`config.mk`:
```
export PLATFORM = sky130hd
export DESIGN_NAME = spi_arbiter
export DESIGN_NICKNAME = d
export VERILOG_FILES = /design/src/rtl/spi_arb_pkg.sv /design/src/rtl/spi_rr_pick.sv /design/src/rtl/spi_arbiter.sv
export SDC_FILE = /design/constraint.sdc
export NUM_CORES = 1
export LEC_CHECK = 0
export BUFFER_PORTS_ARGS = -buffer_cell sky130_fd_sc_hd__clkbuf_2
export CAP_MARGIN = 5
export CORE_ASPECT_RATIO = 0.75
export CORE_MARGIN = 2
export CORE_UTILIZATION = 29
export DETAILED_ROUTE_END_ITERATION = 6
export GPL_ROUTABILITY_DRIVEN = 0
export PLACE_DENSITY_LB_ADDON = 0.3
export SYNTH_ARGS = -nofsm -noshare
export SYNTH_HDL_FRONTEND = slang
export SYNTH_HIERARCHICAL = 1
export SYNTH_SLANG_ARGS = --single-unit
```
`constraint.sdc`:
```
create_clock -name clk -period 2.1 [get_ports clk]
set_clock_uncertainty 0.1 [all_clocks]
set_input_delay 0.105 -clock clk [delete_from_list [all_inputs] [get_ports clk]]
set_output_delay 0.105 -clock clk [all_outputs]
set_load 0.02 [all_outputs]
```
`src/rtl/spi_arb_pkg.sv`:
```
`default_nettype none
// ============================================================================
// Module      : spi_arb_pkg
// Description : Shared constants and state encodings for the SPI arbiter.
// Revision    : 1.0 - initial release
// ============================================================================
package spi_arb_pkg;

    localparam int NCH        = 4;
    localparam int FRAME_BITS = 16;
    localparam int READ_BITS  = 8;

    localparam logic [1:0] ST_IDLE  = 2'd0;
    localparam logic [1:0] ST_SETUP = 2'd1;
    localparam logic [1:0] ST_SHIFT = 2'd2;
    localparam logic [1:0] ST_GAP   = 2'd3;

endpackage
`default_nettype wire

```
`src/rtl/spi_rr_pick.sv`:
```
`default_nettype none
// ============================================================================
// Module      : spi_rr_pick
// Description : Combinational round-robin picker, searching from last+1.
// Revision    : 1.0 - initial release
// ============================================================================
module spi_rr_pick
    import spi_arb_pkg::*;
(
    input  logic [NCH-1:0] req,
    input  logic [1:0]     last,
    output logic           valid,
    output logic [1:0]     grant
);

    // Walk the offsets from farthest to nearest so the nearest requester wins.
    always_comb begin
        valid = |req;
        grant = last;
        for (int k = NCH; k >= 1; k--) begin
            if (req[last + 2'(k)]) begin
                grant = last + 2'(k);
            end
        end
    end

endmodule
`default_nettype wire

```
`src/rtl/spi_arbiter.sv`:
```
`default_nettype none
// ============================================================================
// Module      : spi_arbiter
// Description : Four-channel round-robin SPI master with 16-bit R/W frames.
// Revision    : 1.0 - initial release
// ============================================================================
module spi_arbiter
    import spi_arb_pkg::*;
#(
    parameter int CLKDIV = 8
) (
    input  logic                 clk,
    input  logic                 reset,
    input  logic [NCH-1:0]       req,
    input  logic [NCH-1:0]       rw,
    input  logic [7*NCH-1:0]     addr,
    input  logic [8*NCH-1:0]     wdata,
    output logic [NCH-1:0]       ack,
    output logic [READ_BITS-1:0] rdata,
    output logic                 busy,
    output logic [NCH-1:0]       spi_cs,
    output logic [NCH-1:0]       spi_sclk,
    output logic [NCH-1:0]       spi_sdin_o,
    output logic [NCH-1:0]       spi_sdin_t,
    input  logic [NCH-1:0]       spi_sdin_i
);

    localparam logic [7:0] c_div_last = 8'(CLKDIV - 1);
    localparam logic [3:0] c_last_bit = 4'(FRAME_BITS - 1);
    localparam logic [3:0] c_turn_bit = 4'(FRAME_BITS - READ_BITS - 1);

    logic [1:0]            r_state;
    logic [1:0]            r_last;
    logic [1:0]            r_gnt;
    logic [7:0]            r_cnt;
    logic                  r_hi;
    logic [3:0]            r_bit;
    logic                  r_rd;
    logic [FRAME_BITS-2:0] r_frame;
    logic [READ_BITS-1:0]  r_rx;

    logic                  w_valid;
    logic [1:0]            w_grant;
    logic [FRAME_BITS-1:0] w_frame;

    spi_rr_pick u_pick (
        .req   (req),
        .last  (r_last),
        .valid (w_valid),
        .grant (w_grant)
    );

    always_comb begin
        w_frame = '0;
        for (int k = 0; k < NCH; k++) begin
            if (w_grant == 2'(k)) begin
                w_frame = {rw[k], addr[7*k +: 7], wdata[8*k +: 8]};
            end
        end
    end

    // Frame bit 15 leaves at grant, so r_frame only keeps the remaining bits.
    always_ff @(posedge clk) begin
        if (reset) begin
            r_state    <= ST_IDLE;
            r_last     <= 2'd3;
            r_gnt      <= 2'd0;
            r_cnt      <= '0;
            r_hi       <= 1'b0;
            r_bit      <= '0;
            r_rd       <= 1'b0;
            r_frame    <= '0;
            r_rx       <= '0;
            ack        <= '0;
            rdata      <= '0;
            busy       <= 1'b0;
            spi_cs     <= '1;
            spi_sclk   <= '0;
            spi_sdin_o <= '0;
            spi_sdin_t <= '0;
        end else begin
            ack <= '0;
            case (r_state)
                ST_IDLE: begin
                    r_cnt <= '0;
                    if (w_valid) begin
                        r_gnt               <= w_grant;
                        r_last              <= w_grant;
                        r_rd                <= w_frame[FRAME_BITS-1];
                        r_frame             <= w_frame[FRAME_BITS-2:0];
                        r_bit               <= '0;
                        r_hi                <= 1'b0;
                        busy                <= 1'b1;
                        spi_cs              <= ~(4'b0001 << w_grant);
                        spi_sdin_o[w_grant] <= w_frame[FRAME_BITS-1];
                        spi_sdin_t[w_grant] <= 1'b1;
                        r_state             <= ST_SETUP;
                    end
                end
                ST_SETUP: begin
                    if (r_cnt == c_div_last) begin
                        r_cnt           <= '0;
                        r_hi            <= 1'b1;
                        spi_sclk[r_gnt] <= 1'b1;
                        r_state         <= ST_SHIFT;
                    end else begin
                        r_cnt <= r_cnt + 8'd1;
                    end
                end
                ST_SHIFT: begin
                    if (r_cnt != c_div_last) begin
                        r_cnt <= r_cnt + 8'd1;
                    end else begin
                        r_cnt <= '0;
                        if (r_hi) begin
                            r_rx            <= {r_rx[READ_BITS-2:0], spi_sdin_i[r_gnt]};
                            r_hi            <= 1'b0;
                            spi_sclk[r_gnt] <= 1'b0;
                            if (r_bit != c_last_bit) begin
                                spi_sdin_o[r_gnt] <= r_frame[FRAME_BITS-2];
                                r_frame           <= {r_frame[FRAME_BITS-3:0], 1'b0};
                            end
                            // Hand the line to the slave before the data byte of a read.
                            if (r_rd && r_bit == c_turn_bit) begin
                                spi_sdin_t[r_gnt] <= 1'b0;
                            end
                        end else if (r_bit == c_last_bit) begin
                            spi_cs     <= '1;
                            spi_sclk   <= '0;
                            spi_sdin_o <= '0;
                            spi_sdin_t <= '0;
                            ack[r_gnt] <= 1'b1;
                            rdata      <= r_rx;
                            r_state    <= ST_GAP;
                        end else begin
                            r_bit           <= r_bit + 4'd1;
                            r_hi            <= 1'b1;
                            spi_sclk[r_gnt] <= 1'b1;
                        end
                    end
                end
                ST_GAP: begin
                    if (r_cnt == c_div_last) begin
                        r_cnt   <= '0;
                        busy    <= 1'b0;
                        r_state <= ST_IDLE;
                    end else begin
                        r_cnt <= r_cnt + 8'd1;
                    end
                end
                default: begin
                    r_cnt   <= '0;
                    busy    <= 1'b0;
                    r_state <= ST_IDLE;
                end
            endcase
        end
    end

endmodule
`default_nettype wire
```
# --- After elaboration in Yosys (flattened, before gate mapping) ---
# Cells that the tools add are included.
op_classes:
  add_sub_neg: 5
  n_lt_le_gt_ge: 7
  eq_ne: 23
  n_shift: 1
  n_mux: 71
  n_bitwise: 10
  n_reduce_logical: 24
op_table:
  columns: ["operator", "count"]
  rows:
  - ["two-way mux 4 bit", 21]
  - ["two-way mux 16 bit", 4]
  - ["two-way mux 15 bit", 4]
  - ["one-hot mux 4 bit (2 select lines)", 5]
  - ["one-hot mux 15 bit (2 select lines)", 1]
  - ["AND reduction 5 bit", 5]
  - ["one-hot mux 8 bit (3 select lines)", 1]
  - ["two-way mux 2 bit", 9]
  - ["two-way mux 8 bit", 2]
  - ["!= test 2 bit, second input constant", 8]
  - ["less-than comparator 2 x 3 -> 1 bit, second input constant", 5]
  - ["two-way mux 1 bit", 13]
  - ["!= test 3 bit, second input constant", 3]
  - ["AND reduction 3 bit", 3]
  - ["adder 8 x 1 -> 8 bit, second input constant", 1]
  - ["bitwise AND 4 bit", 2]
  - ["binary-select mux 1 bit (select 2 bit)", 4]
  - ["bitwise mux 4 bit", 2]
  - ["equality test 2 bit, second input constant", 4]
  - ["equality test 8 x 3 -> 1 bit, second input constant", 1]
  - ["!= test 8 x 3 -> 1 bit, second input constant", 1]
  - ["NOT 4 bit", 2]
  - ["bitwise OR 4 bit", 2]
  - ["one-hot mux 2 bit (4 select lines)", 1]
  - ["24 further kinds", 37]
totals:
  ff_bits: 72
  inputBits: 74
  output_inout_bits: 29
  elab_cells: 157

# --- Longest topological paths before layout ---
depth:
  word_depth: 14
  ltp_mapped: 9
  ltp_nobuf: 7

# --- Modules after synthesis ---
# Netlist, hierarchy kept.
modules_own_cells:
  columns: ["mod", "instances", "cells_each", "area_each_um2", "seq_area_each_um2"]
  rows:
  - ["spi_arbiter", 1, 405, 3574.7, 1441.4]
  - ["spi_rr_pick", 1, 14, 82.6, 0.0]

# --- Least setup slack after synthesis ---
# No wires, ideal clock.
synth_timing:
  path_kind: "register -> register"
  startpoint: "register r_last[1]"
  endpoint: "register r_frame[10]"
  setup_ns: 0.133
  arrival_ns: 1.904
  t_required_ns: 1.867
  path_slack_ns: -0.037
  path_stages_with_launch: 8
  path_buffers: 2
  synth_period_minus_slack_ns: 2.137
  path_cell_list: "dfxtp_1 nor2b_1 a221o_1 buf_2 buf_2 mux4_2 nand2_1 a311oi_1"
synth_via:
  elab_chain_len: 13
  elab_cells_between_ends: 22
  classes_between: "add/sub: 3; eq/ne: 3; mux: 15; reduce/logical: 1"
synth_lines:
  columns: ["item", "line", "rtl"]
  rows:
  - ["start: declaration", "spi_arbiter.sv:33", "logic [1:0] r_last;"]
  - ["start signal: assignment", "spi_arbiter.sv:88", "r_last <= w_grant;"]
  - ["adder 2 bit", "spi_rr_pick.sv:21", "if (req[last + 2'(k)]) begin"]
  - ["binary-select mux 1 bit (select 2 bit)", "spi_rr_pick.sv:21", null]
  - ["two-way mux 1 bit (implied by the code)", "spi_rr_pick.sv:21", null]
  - ["two-way mux 2 bit (2 in series)", "spi_rr_pick.sv:21", null]
  - ["two-way mux 2 bit *", "spi_rr_pick.sv:21", null]
  - ["via w_grant[0]", "spi_arbiter.sv:43", "logic [1:0] w_grant;"]
  - ["logical NOT 2 bit", "spi_arbiter.sv:56", "if (w_grant == 2'(k)) begin"]
  - ["two-way mux 16 bit (3 in series)", "spi_arbiter.sv:56", null]
  - ["two-way mux 16 bit *", "spi_arbiter.sv:56", null]
  - ["two-way mux 15 bit *", "spi_arbiter.sv:86", "if (w_valid) begin"]
  - ["one-hot mux 15 bit (2 select lines) *", "spi_arbiter.sv:83", "case (r_state)"]
  - ["end signal: assignment", "spi_arbiter.sv:90", "r_frame <= w_frame[FRAME_BITS-2:0];"]
  - ["end signal: assignment", "spi_arbiter.sv:121", "r_frame <= {r_frame[FRAME_BITS-3:0], 1'b0};"]
  - ["end: declaration", "spi_arbiter.sv:39", "logic [FRAME_BITS-2:0] r_frame;"]
# The timed path passes the listed nets; every way through them passes the cells marked *. The select of a mux whose other input is x is not followed.
# A chain may end at the register's enable or synchronous reset.

# --- Worst setup path after layout ---
layout_timing:
  startpoint: "register r_last[1]"
  endpoint: "register r_rd"
layout_via:
  elab_chain_len: 11
  elab_cells_between_ends: 20
  classes_between: "add/sub: 3; eq/ne: 3; mux: 13; reduce/logical: 1"
layout_lines:
  columns: ["item", "line", "rtl"]
  rows:
  - ["adder 2 bit", "spi_rr_pick.sv:21", null]
  - ["binary-select mux 1 bit (select 2 bit)", "spi_rr_pick.sv:21", null]
  - ["two-way mux 1 bit (implied by the code)", "spi_rr_pick.sv:21", null]
  - ["two-way mux 2 bit (2 in series)", "spi_rr_pick.sv:21", null]
  - ["two-way mux 2 bit *", "spi_rr_pick.sv:21", null]
  - ["via w_grant[0]", "spi_arbiter.sv:43", null]
  - ["logical NOT 2 bit", "spi_arbiter.sv:56", null]
  - ["two-way mux 16 bit (3 in series)", "spi_arbiter.sv:56", null]
  - ["two-way mux 16 bit *", "spi_arbiter.sv:56", null]
  - ["end signal: assignment", "spi_arbiter.sv:89", "r_rd <= w_frame[FRAME_BITS-1];"]
  - ["end: declaration", "spi_arbiter.sv:38", "logic r_rd;"]
# Marked as above.

==> flow_summary.json <==
{
  "wire_per_inst_um": 14.3,
  "diodes": 0,
  "syn-num-nets": 500,
  "antenna_found_initial": 0,
  "portBuffers": 102,
  "nets": 621,
  "synth_area_leaders": "dfxtp_1 (39%), mux4_2 (10%), nand2_1 (6.2%), nor2_1 (4.5%), a21oi_1 (4.4%)",
  "area_delta_synth_final_pct": 37.3,
  "critPathCaptureType": "flop",
  "placed_area_um2": 4530,
  "post_synth_fa_ha_maj_area_fraction_pct": 2.39,
  "grt_max_degree": 31,
  "grt_util_all_layers_pct": 15.4,
  "cts_buffers": 9,
  "fin_setup_tns_ns": 0,
  "synth-simple-area-share_pct": 22.8,
  "m1WireLength_um": 5020,
  "path_class": "reg2reg",
  "met2_length_um": 4510,
  "drt_wl_total_um": 10200,
  "drive_gt1_share_pct": 36.5,
  "yosysTopAreaCellShare_pct": 39.4,
  "clk_pin_slew_ns": 0.06,
  "grt-ovfl-total": 0,
  "p_per_area_nw_per_um2": 1320,
  "synthArstFlopShare_pct": 0,
  "relSlewSlack_pct": 58.8,
  "synth-edff-count": 0,
  "p_int_mw": 4.18,
  "crit_fanout": 12,
  "finalWorstSetupSlack_ns": 0.0515,
  "drv_slew": 0,
  "period_share_pct": 97.5,
  "post-dp-hpwl_um": 7750,
  "core_um2": 12300,
  "hold_class": "in2reg",
  "ys_top_cells_by_count": "dfxtp_1 (72), nand2_1 (60), nor2_1 (44)",
  "tightest_slew_ns": 0.617,
  "cp_data_arrival_time_ns": 2.16,
  "cts_tree": "built",
  "setup_viol": 0,
  "die_area_um2": 13500,
  "synth_top_area_cell": "dfxtp_1",
  "clkPwrFrac_pct": 24.3,
  "netlist-cell-type-count": 48,
  "top_layer_used": "met4",
  "dp_slack_ns": -0.0936,
  "cts.sinks": 72,
  "post-route-cell-area_um2": 5020,
  "vias": 3487,
  "antenna_left": 0,
  "max_freq_ghz": 0.488,
  "syn_area_um2": 3660,
  "drt_iter0_markers": 172,
  "synth_compound_area_share_pct": 17.5,
  "synthXorXnorAreaFrac_pct": 2.16,
  "fp.dieH_um": 101,
  "synth_top_family_by_area": "simple AND/OR/NAND/NOR gates",
  "rsz0062_at_grt": "yes",
  "p_sw_mw": 2.46,
  "synth.avg_cell_area_um2": 8.73,
  "drc": 0,
  "layout_min_cycle_time_ns": 2.05,
  "io_pins": 103,
  "ir_drop_v": 0.000463,
  "startpoint_type": "flop",
  "p_leak_nw": 2.04,
  "p_comb_share_pct": 47.1,
  "p_seq_share_pct": 28.6,
  "ys_ff_latch": 72,
  "grt_pass1_wl_um": 16600,
  "totalPowerFinal_mw": 6.64,
  "first_global_vias": 3460,
  "muxShareOfSynthArea_pct": 11.3,
  "clockRootBuffer": "clkbuf_16",
  "yosys.cell_count.top_type": "dfxtp_1",
  "num_rows": 35,
  "hold_viol": 0,
  "start_util_pct": 29.7,
  "cts_buffer_depth": 2,
  "dr_wl_met3_um": 520,
  "cts.htree.levels": 3,
  "yosys_warnings": 6,
  "status": "completed",
  "synth_cells": 419,
  "vias_per_cell": 4.90,
  "worstPathRequired_ns": 2.21,
  "clock_latency_ns": 0.33,
  "first_pass_iters": 4,
  "die_x_um": 134,
  "p_sw_share_pct": 37.0,
  "ys_seq_area_share_pct": 39.4,
  "maxCapViolCount": 0,
  "synth-main-ff-cell": "dfxtp_1"
}
==> layout make-up <==
type,count,area (um^2)
Sequential cell,72,1450
Inverter,13,51.3
Clock buffer,11,233
Multi-Input combinational cell,306,2160
Fill cell,1223,7280
Clock inverter,5,81.3
Tap cell,166,208
Timing Repair Buffer,138,841
==> flip-flops by register name, summed over array words and instances (netlist names), 8 cells and up <==
signal / count
r_cnt: 8
r_rx: 8
rdata: 8
r_frame: 15
==> routing by layer <==
layer | global-route usage, % | vias up
met5 | 0 | -
met4 | 4.34 | 0
met3 | 4.30 | 9
li1 | - | 1761
met1 | 20.8 | 1635
met2 | 24.5 | 82
==> placed cells by master (no fill, tap or decap), types with 5 or more instances in the layout <==
master / count
a22o_1: 8
a311oi_1: 13
o21ai_0: 11
xor2_1: 5
nand2_1: 59
nor3_1: 13
clkbuf_2: 102
inv_1: 11
a21oi_1: 29
nor2_1: 44
dfxtp_1: 69
mux4_2: 17
clkbuf_16: 9
nand2b_1: 8
buf_4: 28
nand3_1: 17
==> timing repair <==
item | CTS | global route
pin swaps | 4 | 11
hold buffers | 0 | 0
resized for setup | 10 | 28
setup endpoints to repair | 32 | 38
setup buffers | 2 | 2
==> through the flow <==
stage	std cells	hold WS, ns	utilization, %
4_1_cts	709	0.155	39.8
6_report	711	0.175	40.8
5_1_grt	711	0.208	40.8
2_1_floorplan	419	0.313	-
3_5_place_dp	691	0.331	36.8
3_3_place_gp	691	0.326	36.8
==> worst max-delay path, stage by stage (launching register included) <==
cell and delay [ns]:
dfxtp_4 0.37, mux2i_1 0.19, nor2_1 0.06, a221o_2 0.38
buf_6 0.18, mux4_2 0.48, nand3_1 0.11, a21oi_1 0.06
==> power groups by stage <==
stage / Combinational (mW) / Clock [mW] / Sequential (mW)
global placement: 2.83 / 0 / 1.89
floorplan: 1.86 / 0 / 1.96
CTS: 2.96 / 1.65 / 1.89
finish: 3.13 / 1.61 / 1.90
detailed placement: 2.90 / 0 / 1.91
global route: 3.46 / 1.70 / 1.94
==> final timing paths <==
check	startpoint	to	slack (ns)	cells past startpoint
max	r_last[1]$_SDFFE_PP1P_	r_rd$_SDFFE_PP0P_	0.05	7
min	reset	ack[0]$_SDFF_PP0_	0.18	3
max reg2reg	r_last[1]$_SDFFE_PP1P_	r_rd$_SDFFE_PP0P_	0.05	7
min reg2reg	r_cnt[0]$_SDFF_PP0_	r_cnt[0]$_SDFF_PP0_	0.34	1
==> kinds of logic (layout without fill, tap and decap cells) <==
logic type / after synthesis / after routing
AO/OA/AOI/OAI: 95 / 95
XOR/XNOR: 9 / 9
adder cells (fa/ha/maj): 7 / 7
buffers and inverters: 41 / 167
flip-flops: 72 / 72
multiplexers: 20 / 20
AND/OR/NAND/NOR: 175 / 175
No activity file was read; power rests on OpenSTA's default activity.
